**src/rtl/uart_pkg.sv**
```systemverilog
// Shared 8N1 frame definitions for the board UART receiver and transmitter.
package uart_pkg;

    typedef enum logic [1:0] {
        IDLE  = 2'd0,
        START = 2'd1,
        DATA  = 2'd2,
        STOP  = 2'd3
    } uart_state_t;

    localparam int   DATA_BITS   = 8;
    localparam logic STOP_LEVEL  = 1'b1;
    localparam logic START_LEVEL = 1'b0;

    function automatic int clks_per_bit(input int f, input int baud);
        return f / baud;
    endfunction

endpackage

```
**src/rtl/uart_rx_if.sv**
```systemverilog
// Receive-side bundle: serial line in, assembled byte plus status strobes out.
interface uart_rx_if;
    import uart_pkg::*;

    logic                 rx;
    logic [DATA_BITS-1:0] data;
    logic                 valid;
    logic                 frame_err;
    logic                 busy;

    modport master (input rx, output data, output valid, output frame_err, output busy);
    modport slave  (output rx, input data, input valid, input frame_err, input busy);
endinterface

```
**src/rtl/sync_2ff.sv**
```systemverilog
// Two-flop synchroniser for a single asynchronous input; INIT is the reset level.
module sync_2ff #(
    parameter logic INIT = 1'b1
) (
    input  logic clk,
    input  logic rst,
    input  logic d,
    output logic q
);
    logic meta_reg;
    logic sync_reg;

    always_ff @(posedge clk or negedge rst) begin
        if (!rst) begin
            meta_reg <= INIT;
            sync_reg <= INIT;
        end else begin
            meta_reg <= d;
            sync_reg <= meta_reg;
        end
    end

    assign q = sync_reg;
endmodule

```
**src/rtl/uart_rx.sv**
```systemverilog
// 8N1 UART receiver: synchronised line, mid-bit sampling, one-cycle valid/frame_err strobes.
module uart_rx
    import uart_pkg::*;
#(
    parameter int BAUD = 115200,
    parameter int F    = 50000000
) (
    input logic        clk,
    input logic        rst,
    uart_rx_if.master  bus
);
    localparam int CLKS_PER_BIT = clks_per_bit(F, BAUD);
    localparam int HALF_BIT     = CLKS_PER_BIT / 2;
    localparam logic [15:0] CNT_BIT_END  = 16'(CLKS_PER_BIT - 1);
    localparam logic [15:0] CNT_HALF_END = 16'(HALF_BIT - 1);
    localparam logic [2:0]  IDX_LAST     = 3'(DATA_BITS - 1);

    logic                 rx_s;
    uart_state_t          state_reg;
    logic [15:0]          cnt_reg;
    logic [2:0]           idx_reg;
    logic [DATA_BITS-1:0] shift_reg;
    logic [DATA_BITS-1:0] data_reg;
    logic                 valid_reg;
    logic                 frame_err_reg;
    logic                 sample_data;

    sync_2ff #(.INIT(1'b1)) u_sync (
        .clk (clk),
        .rst (rst),
        .d   (bus.rx),
        .q   (rx_s)
    );

    assign sample_data = (state_reg == DATA) && (cnt_reg == CNT_BIT_END);

    // Each shift bit owns its own capture so the byte assembles LSB first by index.
    for (genvar gi = 0; gi < DATA_BITS; gi++) begin : g_shift
        always_ff @(posedge clk or negedge rst) begin
            if (!rst) begin
                shift_reg[gi] <= 1'b0;
            end else if (sample_data && (idx_reg == 3'(gi))) begin
                shift_reg[gi] <= rx_s;
            end
        end
    end

    always_ff @(posedge clk or negedge rst) begin
        if (!rst) begin
            state_reg     <= IDLE;
            cnt_reg       <= '0;
            idx_reg       <= '0;
            data_reg      <= '0;
            valid_reg     <= 1'b0;
            frame_err_reg <= 1'b0;
        end else begin
            valid_reg     <= 1'b0;
            frame_err_reg <= 1'b0;
            case (state_reg)
                IDLE: begin
                    cnt_reg <= '0;
                    if (rx_s == START_LEVEL) begin
                        state_reg <= START;
                    end
                end
                START: begin
                    if (cnt_reg == CNT_HALF_END) begin
                        cnt_reg <= '0;
                        idx_reg <= '0;
                        // A line back high at mid-start was only a glitch.
                        state_reg <= (rx_s == START_LEVEL) ? DATA : IDLE;
                    end else begin
                        cnt_reg <= cnt_reg + 16'd1;
                    end
                end
                DATA: begin
                    if (cnt_reg == CNT_BIT_END) begin
                        cnt_reg <= '0;
                        if (idx_reg == IDX_LAST) begin
                            state_reg <= STOP;
                        end else begin
                            idx_reg <= idx_reg + 3'd1;
                        end
                    end else begin
                        cnt_reg <= cnt_reg + 16'd1;
                    end
                end
                STOP: begin
                    if (cnt_reg == CNT_BIT_END) begin
                        cnt_reg <= '0;
                        // Leaving at mid-stop lets an immediately following start bit be seen.
                        state_reg <= IDLE;
                        if (rx_s == STOP_LEVEL) begin
                            data_reg  <= shift_reg;
                            valid_reg <= 1'b1;
                        end else begin
                            frame_err_reg <= 1'b1;
                        end
                    end else begin
                        cnt_reg <= cnt_reg + 16'd1;
                    end
                end
                default: state_reg <= IDLE;
            endcase
        end
    end

    assign bus.data      = data_reg;
    assign bus.valid     = valid_reg;
    assign bus.frame_err = frame_err_reg;
    assign bus.busy      = (state_reg != IDLE);
endmodule

```
**src/flat_wrapper.sv**
```systemverilog
// flat-port wrapper written by rule: the top's interface ports become plain ports
module uart_rx_flat import uart_pkg::*;
#(
    parameter int BAUD = 115200,
    parameter int F    = 50000000
)
  (clk, rst, bus_rx, bus_data, bus_valid, bus_frame_err, bus_busy);
  uart_rx_if bus_i ();
  input logic clk;
  input logic rst;
  input wire logic [$bits(bus_i.rx)-1:0] bus_rx;
  output wire logic [$bits(bus_i.data)-1:0] bus_data;
  output wire logic [$bits(bus_i.valid)-1:0] bus_valid;
  output wire logic [$bits(bus_i.frame_err)-1:0] bus_frame_err;
  output wire logic [$bits(bus_i.busy)-1:0] bus_busy;
  assign bus_i.rx = bus_rx;
  assign bus_data = bus_i.data;
  assign bus_valid = bus_i.valid;
  assign bus_frame_err = bus_i.frame_err;
  assign bus_busy = bus_i.busy;
  uart_rx #(.BAUD(BAUD), .F(F)) u_core (.clk(clk), .rst(rst), .bus(bus_i));
endmodule
```
**config.mk**
```make
export PLATFORM = sky130hd
export DESIGN_NAME = uart_rx_flat
export DESIGN_NICKNAME = d
export VERILOG_FILES = /design/src/rtl/uart_pkg.sv /design/src/rtl/uart_rx_if.sv /design/src/rtl/sync_2ff.sv /design/src/rtl/uart_rx.sv /design/src/flat_wrapper.sv
export SDC_FILE = /design/constraint.sdc
export NUM_CORES = 1
export LEC_CHECK = 0
export BUFFER_PORTS_ARGS = -buffer_cell sky130_fd_sc_hd__buf_4
export CAP_MARGIN = 10
export CELL_PAD_IN_SITES_DETAIL_PLACEMENT = 1
export CELL_PAD_IN_SITES_GLOBAL_PLACEMENT = 1
export CORE_MARGIN = 1.5
export CORE_UTILIZATION = 46
export CTS_CLUSTER_DIAMETER = 30
export DETAILED_ROUTE_END_ITERATION = 16
export PLACE_DENSITY = 0.81
export SLEW_MARGIN = 30
export SYNTH_ARGS = -nofsm -noshare
export SYNTH_HDL_FRONTEND = slang
export SYNTH_SLANG_ARGS = --single-unit
```
**constraint.sdc**
```tcl
create_clock -name clk -period 2.2 [get_ports clk]
set_input_delay 0.22 -clock clk [delete_from_list [all_inputs] [get_ports clk]]
set_output_delay 0.22 -clock clk [all_outputs]
set_load 0.02 [all_outputs]
```
==> metrics.txt, run 1 <==
worst-case reg-to-reg path depth 4; Worst-Margin Slew 0.524 ns; # IOs 14; clk_skew 0.00985 ns; nets@finish 201; register area 1030 µm²; GPL Wtd Cong 0.828; setup TNS 0 ns; drt total wl 4.45 mm; cell total after placement 230; Core Rows 23; Setup CP Type reg -> reg; ANT nets after route 0; final cycle utilization of the critical path 88.6%; Residual DRC 0; reg-to-reg critical path endpoint u_core.cnt_reg[15]$_DFF_PN0_; Worst-Skew Late Latency 0.29 ns; fill cell count 436; Worst Hold Launch bus_rx; max_cap viols 0; Syn. warnings 0; Die Span Y 69.1 µm; max FFs per register 16; via/cell ratio 5.65; layout cells sized above 1 27.9%; Hold EP u_core.u_sync.meta_reg$_DFF_PN1_; crit start category register; clk sinks 41; crit path DAT 2.17 ns; routed vias 1357; Final WS setup 0.250 ns; P_leak 1.06 nW; max_slew headroom 65.1%; worst-path maximum fanout 7; wire length per cell 18.5 µm; status complete, no violations; Initial DRT Pass Iterations 4; Tot GR Track Use 20.1%; Worst Setup End Kind register; worst hold path type in -> reg; post-layout min period 1.95 ns; Fmax 513 MHz; Synth-to-Final Area Change 14.5%; Total Power 1.29 mW; Core Box Area 4090 µm²; Syn Std Cell Area 2010 µm²; Yosys top cell area share 48.5%; Detailed Route Iter0 Violations 40; IO buf count 13; Net Count, Synth 180; Ant. Diodes 0; Pwr Density 562 nW/µm²; Cells after Synth 168; top cells by area, synth dfrtp_1 49%, mux2_2 9.0%, ha_1 5.6%, nand4_1 3.7%, xnor2_1 3.5%; CTS tree yes; H-tree depth 2; clock buffer count from CTS 5; post-detail-place hpwl 3.24 mm; Multi-input gate area 922 µm²; Die Wd 69.1 µm; Worst EP required 2.42 ns; Pins Over Slew Limit 0; pre-CTS WS 0.0156 ns; Worst-path clk slew 0.08 ns; count of final setup violators 0; RSZ-0062 raised after global routing false; Initial Utilization 49.2%; global-route wire length before repair 7.43 mm; CTS Buffer Depth 2; reg2reg start u_core.cnt_reg[2]$_DFF_PN0_; vias in the first global route 1510; initial antenna violation count 0; hold path depth 1; Final Hold Vio Count 0; reg2reg setup slack 0.25 ns; Yosys cell types 38; GRT overflow 0; die area 4780 µm²; CTS root buf clkbuf_8; maximum vdd ir drop 0.286 mV; Yosys reg bits 41; synthesized area per cell 12.0 µm²; fin cells 240; sequential area share after synthesis 51.2%; top cell type by total area after synthesis dfrtp_1; largest net degree at the start of global routing 42
metrics by stage:
stage	hold WS, ns	instance area, µm²	utilization (%)
finish	0.0281	2300	56.3
global route	0.000450	2300	56.3
CTS	0.0197	2280	55.7
detailed placement	0.235	2170	53.2
global placement	0.218	2170	53.2
floorplan	-0.0756	2010	-
power breakdown:
group,internal [mW],total (mW),switching [mW],leakage [nW]
Clock,0.255,0.515,0.260,0.0445
Sequential,0.756,0.760,0.00341,0.551
Combinational,0.00400,0.0197,0.0157,0.467
Total,1.02,1.29,0.279,1.06
cell usage after synthesis (all sizes together):
library cell and n:
dfrtp 39, mux2 16, nor2 14, nand4 13, inv 10, ha 9
xnor2 8, nand3 6, nor4 6, nand2 5, buf 4, nor3 4
xor2 4, and4 3, o22ai 3, a21oi 2, dfstp 2, nand2b 2
nor2b 2, o31ai 2, or4 2, a211o 1, a22oi 1, and2 1
and3b 1, and4b 1, clkbuf 1, mux2i 1, mux4 1, nand3b 1
nor3b 1, or2 1, or3 1
what timing repair did:
| item | 4_1_cts | 5_1_grt |
|---|---|---|
| setup buffers | 0 | 1 |
| gates cloned | 0 | 0 |
| endpoints found under the setup margin | 3 | 27 |
| hold buffers | 1 | 0 |
| endpoints found under the hold margin | 39 | 0 |
| pin swaps | 1 | 1 |
| gates resized for setup | 0 | 2 |
layer usage:
metal	share of wire (%)	track usage, %	routed length [µm]	vias up
li1	-	-	-	640
met1	42	23.2	1850	693
met2	55	36.8	2440	19
met3	2.3	4.39	104	5
met4	1.2	6.54	52	0
met5	0	0	0	-
critical path, stage by stage, from the launching register on:
cell and delay [ns]:
dfrtp_1 0.51, nand4_1 0.23, or3_4 0.41, or4_1 0.54
a21oi_1 0.18
cell type report:
type	count	area share, %
clock buffer	7	3.75
inverter	10	1.63
multi-input combinational	112	40.1
timing repair buffer	19	6.85
tap	50	2.72
sequential	41	44.7
clock inverter	1	0.326
how the worst max path moves through the flow:
stage,startpoint,endpoint,slack (ns)
3_3_place_gp,u_core.cnt_reg[1]$_DFF_PN0_,u_core.bus.data[2]$_DFFE_PN0P_,0.19
6_report,u_core.cnt_reg[2]$_DFF_PN0_,u_core.cnt_reg[15]$_DFF_PN0_,0.25
3_5_place_dp,u_core.cnt_reg[1]$_DFF_PN0_,u_core.bus.data[2]$_DFFE_PN0P_,0.02
5_1_grt,u_core.cnt_reg[2]$_DFF_PN0_,u_core.cnt_reg[15]$_DFF_PN0_,0.11
2_1_floorplan,u_core.cnt_reg[1]$_DFF_PN0_,u_core.bus.data[0]$_DFFE_PN0P_,0.25
4_1_cts,u_core.cnt_reg[1]$_DFF_PN0_,u_core.bus.data[2]$_DFFE_PN0P_,0.04
cells in the final DEF, fill, tap and decap left out, types with 5 or more instances in the layout:
cell,n
buf_4,17
clkbuf_8,6
dfrtp_1,39
ha_1,9
inv_1,10
mux2_2,16
nand2_1,5
nand3_1,6
nand4_1,12
nor2_1,14
xnor2_1,8
logic make-up (layout without fill, tap and decap cells):
logic type,count (synthesis),in the layout,synth area share [%]
AND/OR/NAND/NOR,64,64,20.9
flip-flops,41,41,51.2
multiplexers,18,18,10.6
buffers and inverters,15,37,3.30
XOR/XNOR,12,12,5.23
adder cells (fa/ha/maj),9,9,5.60
AO/OA/AOI/OAI,9,9,3.24
Power figures use the tool's default switching activity.
==> run 2, diff against run 1 <==
CORE_ASPECT_RATIO = 1.75   (was not set)
==> run 2 against run 1 <==
Sequential power about the same. First-iteration DRC count fell by 40%. Sequential share of layout area fell by 0.65 points. Maximum frequency down 6.1%. Worst hold slack improved by 0.0061 ns. Clock-buffer cell count shrank 2. Non-clock buffer count is 1 lower. Clock power is 41% higher. Wire length fell by 6.5%. Highest routed layer unchanged. Critical path depth up 3. Die area up 0.32%.
==> metrics.txt, run 2 (same netlist as run 1, synthesis figures left out) <==
GRT overflow 0 (unchanged); postcts setup bufs 0 (unchanged); CTS root buf clkbuf_8; routed vias 1366 (+0.66%); ANT nets after route 0 (unchanged); Ant. Diodes 0 (unchanged); Initial DRT Pass Iterations 4 (unchanged); Worst EP required 2.37 ns (-0.05 ns); post-layout min period 2.08 ns (+0.126 ns); worst-path maximum fanout 10 (+3); Slowest-stage cell, CP mux4_2; Tot GR Track Use 20.0% (-0.14 points); reg2reg setup slack 0.12 ns (-0.13 ns); nets@finish 200 (-0.50%); Worst-path clk slew 0.08 ns (about the same); Detailed Route Iter0 Violations 24 (-40%); fin cells 238 (-0.83%); Worst-Margin Slew 0.514 ns (-0.0106 ns); Final Hold Vio Count 0 (unchanged); cell total after placement 229 (-0.43%); Die Wd 53.0 µm (-23%); Worst Setup End Kind register; Residual DRC 0 (unchanged); via/cell ratio 5.74 (+1.5%); setup TNS 0 ns (unchanged); Die Span Y 90.5 µm (+31%); Pwr Density 645 nW/µm² (+15%); vias in the first global route 1504 (-0.40%); die area 4790 µm² (+0.32%); IO buf count 13 (unchanged); Pins Over Slew Limit 0 (unchanged); crit start category register; max FFs per register 16 (unchanged); drt total wl 4.16 mm (-6.5%); P_leak 1.08 nW (+1.9%); H-tree depth 2 (unchanged); clk_skew 0.0134 ns (+0.00356 ns); worst-case reg-to-reg path depth 7 (+3); maximum vdd ir drop 0.553 mV (+93%); worst hold path type in -> reg; hold path depth 1 (unchanged); status complete, no violations; post-detail-place hpwl 3.11 mm (-4.0%); worst path cell trace inv_1, ha_1, nor3b_2, buf_4, and4_1, and2_0, mux4_2; Core Rows 31 (+35%); CTS Buffer Depth 2 (unchanged); wire length per cell 17.5 µm (-5.7%); crit path DAT 2.24 ns (+0.07 ns); largest net degree at the start of global routing 42 (unchanged); clk sinks 41 (unchanged); max_cap viols 0 (unchanged); Initial Utilization 48.4% (-0.76 points); max incr delay on CP 0.45 ns (-0.09 ns); clock buffer count from CTS 5 (unchanged); Setup CP Type reg -> reg; Total Power 1.51 mW (+16%); most common cell after layout, fill and taps aside dfrtp_1; # IOs 14 (unchanged); Synth-to-Final Area Change 16.2%; fill cell count 436 (unchanged); count of final setup violators 0 (unchanged); Core Box Area 4150 µm² (+1.6%); max_slew headroom 65.8% (+0.71 points); final cycle utilization of the critical path 94.4% (+5.7 points); layout cells sized above 1 27.5% (-0.38 points); commonest non-fill, non-tap cells in the layout 39 x dfrtp_1, 16 x mux2_2, 16 x buf_4; GPL Wtd Cong 0.852 (+2.9%); initial antenna violation count 0 (unchanged); Worst-Skew Late Latency 0.30 ns (about the same); Fmax 482 MHz (-6.1%); RSZ-0062 raised after global routing false; CTS tree yes; global-route wire length before repair 6.98 mm (-6.0%)
-- run 2: cell count changes in the layout (fill, tap and decap cells not counted), sizes merged --
cell      change
buf           -1
bufinv        +2
clkbuf        -2
clkinvlp      -1
inv           +1
-- run 2: layer usage --
metal / GRT usage (%) / wire, µm / part of all wire [%]
met1: 19.9 / 1450 / 35
met5: 0 / 0 / 0
met4: 10.0 / 114 / 2.7
met2: 36.9 / 2520 / 60
met3: 3.48 / 80 / 1.9
-- run 2: path summary, 6_finish.rpt --
check                                            startpoint                               end
max                             u_core.cnt_reg[1]$_DFF_PN0_   u_core.state_reg[0]$_DFFE_PN0P_
min                                                  bus_rx  u_core.u_sync.meta_reg$_DFF_PN1_
max reg2reg                     u_core.cnt_reg[1]$_DFF_PN0_   u_core.state_reg[0]$_DFFE_PN0P_
min reg2reg                u_core.u_sync.meta_reg$_DFF_PN1_         u_core.u_sync.q$_DFF_PN1_
max in group asynchronous                               rst  u_core.u_sync.meta_reg$_DFF_PN1_
min in group asynchronous                               rst   u_core.shift_reg[3]$_DFFE_PN0P_
-- run 2: worst max-delay path, delay by kind of cell (launching register included) --
family | cells | cell delay, ns
adder cells (fa/ha/maj) | 1 | 0.19
buffers and inverters | 2 | 0.24
flip-flops | 1 | 0.40
multiplexers | 1 | 0.45
AND/OR/NAND/NOR | 3 | 0.67
-- run 2: final cells by class --
type	instances	area, µm²	share of cell area (%)
inverters	10	37.5	1.61
multi-input cells	112	921	39.4
flip-flops and latches	41	1030	44.0
clock buffers	5	68.8	2.95
repair buffers	18	150	6.43
well taps	49	61.3	2.62
clock inverters	3	68.8	2.95
-- run 2: what timing repair did --
action / CTS / global route
hold buffers: 1 / 0
resized for setup: 0 / 1
hold endpoints to repair: 39 / 0
setup endpoints to repair: 0 / 11
-- run 2: report_power, final --
part | internal [mW] | switching (mW) | total, mW
clock | 0.457 | 0.271 | 0.728
sequential | 0.756 | 0.00346 | 0.760
combinational | 0.00400 | 0.0153 | 0.0193
total | 1.22 | 0.290 | 1.51
-- run 2: metrics by stage --
step	util (%)	worst slack [ns]	hold WS (ns)	cell area [µm²]
2_1_floorplan	-	0.252	-0.0756	2010
3_3_place_gp	52.6	0.260	0.218	2180
3_5_place_dp	52.6	0.127	0.231	2180
4_1_cts	56.2	0.0344	0.0195	2330
5_1_grt	56.3	0.0179	0.0232	2340
6_report	56.3	0.124	0.0342	2340
==> run 3, diff against run 2 <==
ABC_AREA = 1   (was not set)
CORE_UTILIZATION = 44   (was 46)
PLACE_DENSITY = 0.84   (was 0.81)
==> run 3 against run 2 <==
Cell count grew 51%. Largest cell class is now multi-input gates. Combinational power down 4%. First-iteration DRC count rose by 42%. Sequential share of layout area is 2.6 points lower.
==> metrics.txt, run 3 <==
P_leak 1.31 nW (+21%); top cell type by total area after synthesis dfrtp_1; reg2reg setup slack 0.42 ns (+0.29 ns); Die Span Y 96.8 µm (+7.0%); XOR/XNOR share of the synthesized area 2.38% (-2.9 points); clock buffer count from CTS 5 (unchanged); worst-path maximum fanout 10 (unchanged); Cells after Synth 286 (+70%); layout cells sized above 1 11.5% (-16 points); Worst-Skew Late Latency 0.29 ns (about the same); drt total wl 5.66 mm (+36%); Syn Std Cell Area 2210 µm² (+10%); RSZ-0062 raised after global routing false; Yosys reg bits 41 (unchanged); top cells by area, synth dfrtp_1 44%, nand2_1 14%, nor2_1 7.5%, nand3_1 6.3%, inv_1 5.3%; simple-gate area share of the yosys netlist 35.9% (+15 points); post-detail-place hpwl 4.28 mm (+38%); Setup CP Type reg -> reg; Pins Over Slew Limit 0 (unchanged); maximum vdd ir drop 0.470 mV (-15%); vias in the first global route 2058 (+37%); final cycle utilization of the critical path 81.0% (-13 points); Initial Utilization 45.2% (-3.2 points); Core Box Area 4890 µm² (+18%); IO buf count 13 (unchanged); count of final setup violators 0 (unchanged); Multi-input gate area 1030 µm² (+12%); GRT overflow 0 (unchanged); Tot GR Track Use 22.6% (+2.6 points); Compound-Gate Fraction of Synth Area 3.28% (+0.045 points); Yosys cell types 23 (-39%); post-layout min period 1.78 ns (-0.293 ns); max FFs per register 16 (unchanged); most common cell after layout, fill and taps aside nand2_1; Die Wd 56.6 µm (+6.8%); ANT nets after route 0 (unchanged); Worst Setup End Kind register; Post-synth EDFFs 0 (unchanged); cell total after placement 350 (+53%); routed vias 1929 (+41%); synthesized area per cell 7.73 µm² (-35%); Residual DRC 0 (unchanged); Synth-to-Final Area Change 12.3%; nets@finish 316 (+58%); Post-synth top cells 85 x nand2_1, 44 x nor2_1, 39 x dfrtp_1; clk sinks 41 (unchanged); crit start category register; Yosys top cell area share 44.1% (-4.4 points); # IOs 14 (unchanged); Detailed Route Iter0 Violations 34 (+42%); CTS Buffer Depth 2 (unchanged); combinational family with the most area after synthesis simple AND/OR/NAND/NOR gates; GPL Wtd Cong 0.819 (-3.9%); Worst-Margin Slew 0.615 ns (+0.101 ns); Worst EP required 2.39 ns (+0.02 ns); postcts setup bufs 0 (unchanged); Worst-path clk slew 0.08 ns (about the same); via/cell ratio 5.37 (-6.4%); Pwr Density 564 nW/µm² (-13%); die area 5480 µm² (+14%); setup TNS 0 ns (unchanged); Ant. Diodes 0 (unchanged); CTS root buf clkbuf_8; status complete, no violations; Initial DRT Pass Iterations 4 (unchanged); crit path DAT 1.97 ns (-0.27 ns); top-count cell post-synth nand2_1; wire length per cell 15.8 µm (-9.7%); fill cell count 626 (+44%); max_cap viols 0 (unchanged); fin cells 359 (+51%); asr flop ratio synth 100% (unchanged); register area 1030 µm² (unchanged); worst hold path type in -> reg; sequential area share after synthesis 46.5% (-4.7 points); Fmax 561 MHz (+16%); clk_skew 0.00663 ns (-0.00678 ns); commonest non-fill, non-tap cells in the layout 85 x nand2_1, 44 x nor2_1, 39 x dfrtp_1; CTS tree yes; initial antenna violation count 0 (unchanged); largest net degree at the start of global routing 42 (unchanged); Synth Area in Adders 5.09% (-0.51 points); Net Count, Synth 298 (+66%); Core Rows 34 (+9.7%); post-synthesis mux area share 0% (-11 points); Syn. warnings 0 (unchanged); H-tree depth 2 (unchanged); max_slew headroom 58.9% (-6.9 points); global-route wire length before repair 9.56 mm (+37%); Top FF cell, synth dfrtp_1; Final Hold Vio Count 0 (unchanged)
==> run 3: cell count changes in the layout (fill, tap and decap cells not counted), moves of 4 or more <==
| cell | previous run | this run |
|---|---|---|
| nand2_1 | 5 | 85 |
| nor2_1 | 14 | 44 |
| nand3_1 | 6 | 28 |
| inv_1 | 10 | 31 |
| mux2_2 | 16 | 0 |
| xnor2_1 | 8 | 1 |
| nand2_2 | 0 | 5 |
| nor4_1 | 4 | 0 |
| o21bai_1 | 0 | 4 |
==> run 3: cell type report <==
type	count	area share [%]
inverter	35	5.34
clock inverter	1	1.21
tap	54	2.72
clock buffer	7	3.47
sequential	41	41.4
multi-input combinational	207	41.5
timing repair buffer	14	4.33
==> run 3: cells by family (layout without fill, tap and decap cells) <==
group / Yosys count / count (layout)
buf+inv: 38 / 57
simple gates: 180 / 180
compound gates: 12 / 12
fa+ha+maj: 9 / 9
flops: 41 / 41
xor+xnor: 6 / 6
==> run 3: path summary, 6_finish.rpt <==
| path | from | cells past startpoint | to |
|---|---|---|---|
| min reg2reg | u_core.u_sync.meta_reg$_DFF_PN1_ | 0 | u_core.u_sync.q$_DFF_PN1_ |
| max in group asynchronous | rst | 2 | u_core.bus.data[2]$_DFFE_PN0P_ |
| max reg2reg | u_core.cnt_reg[1]$_DFF_PN0_ | 9 | u_core.bus.data[1]$_DFFE_PN0P_ |
| max | u_core.cnt_reg[1]$_DFF_PN0_ | 9 | u_core.bus.data[1]$_DFFE_PN0P_ |
| min in group asynchronous | rst | 2 | u_core.cnt_reg[3]$_DFF_PN0_ |
| min | bus_rx | 1 | u_core.u_sync.meta_reg$_DFF_PN1_ |
==> run 3: critical path, cell delays in order, from the launching register on <==
cell and delay [ns]:
dfrtp_1 0.40, inv_1 0.09, ha_1 0.15, nand3_1 0.15, nor2_4 0.30, nand2_4 0.12, clkinv_2 0.14, nand2_2 0.15
nand2_1 0.12, nand2_1 0.05
==> run 3: through the flow <==
step	area (µm²)	setup slack, ns	power [mW]	util, %	hold WS, ns
finish	2480	0.418	1.40	50.8	0.0307
global route	2480	0.249	1.46	50.8	0.0220
CTS	2480	0.405	1.42	50.8	0.0227
detailed placement	2360	0.474	0.793	48.2	0.237
global placement	2360	0.505	0.793	48.2	0.229
floorplan	2210	0.733	0.775	-	-0.0756
==> run 3: timing repair <==
action / CTS / global route
hold buffers: 1 / 0
gates resized for setup: 0 / 0
endpoints found under the hold margin: 39 / 0
==> run 3: layer usage <==
layer / wire length (µm) / share of wire, % / vias to the layer above / global-route usage (%)
met2: 3400 / 60 / 25 / 44.2
li1: - / - / 939 / -
met3: 74 / 1.3 / 13 / 2.01
met4: 193 / 3.4 / 0 / 10.3
met1: 2000 / 35 / 952 / 22.9
met5: 0 / 0 / - / 0
==> run 3: power breakdown <==
group | total, mW | switching, mW | internal, mW
sequential | 0.760 | 0.00370 | 0.756
clock | 0.623 | 0.253 | 0.370
combinational | 0.0186 | 0.0150 | 0.00365
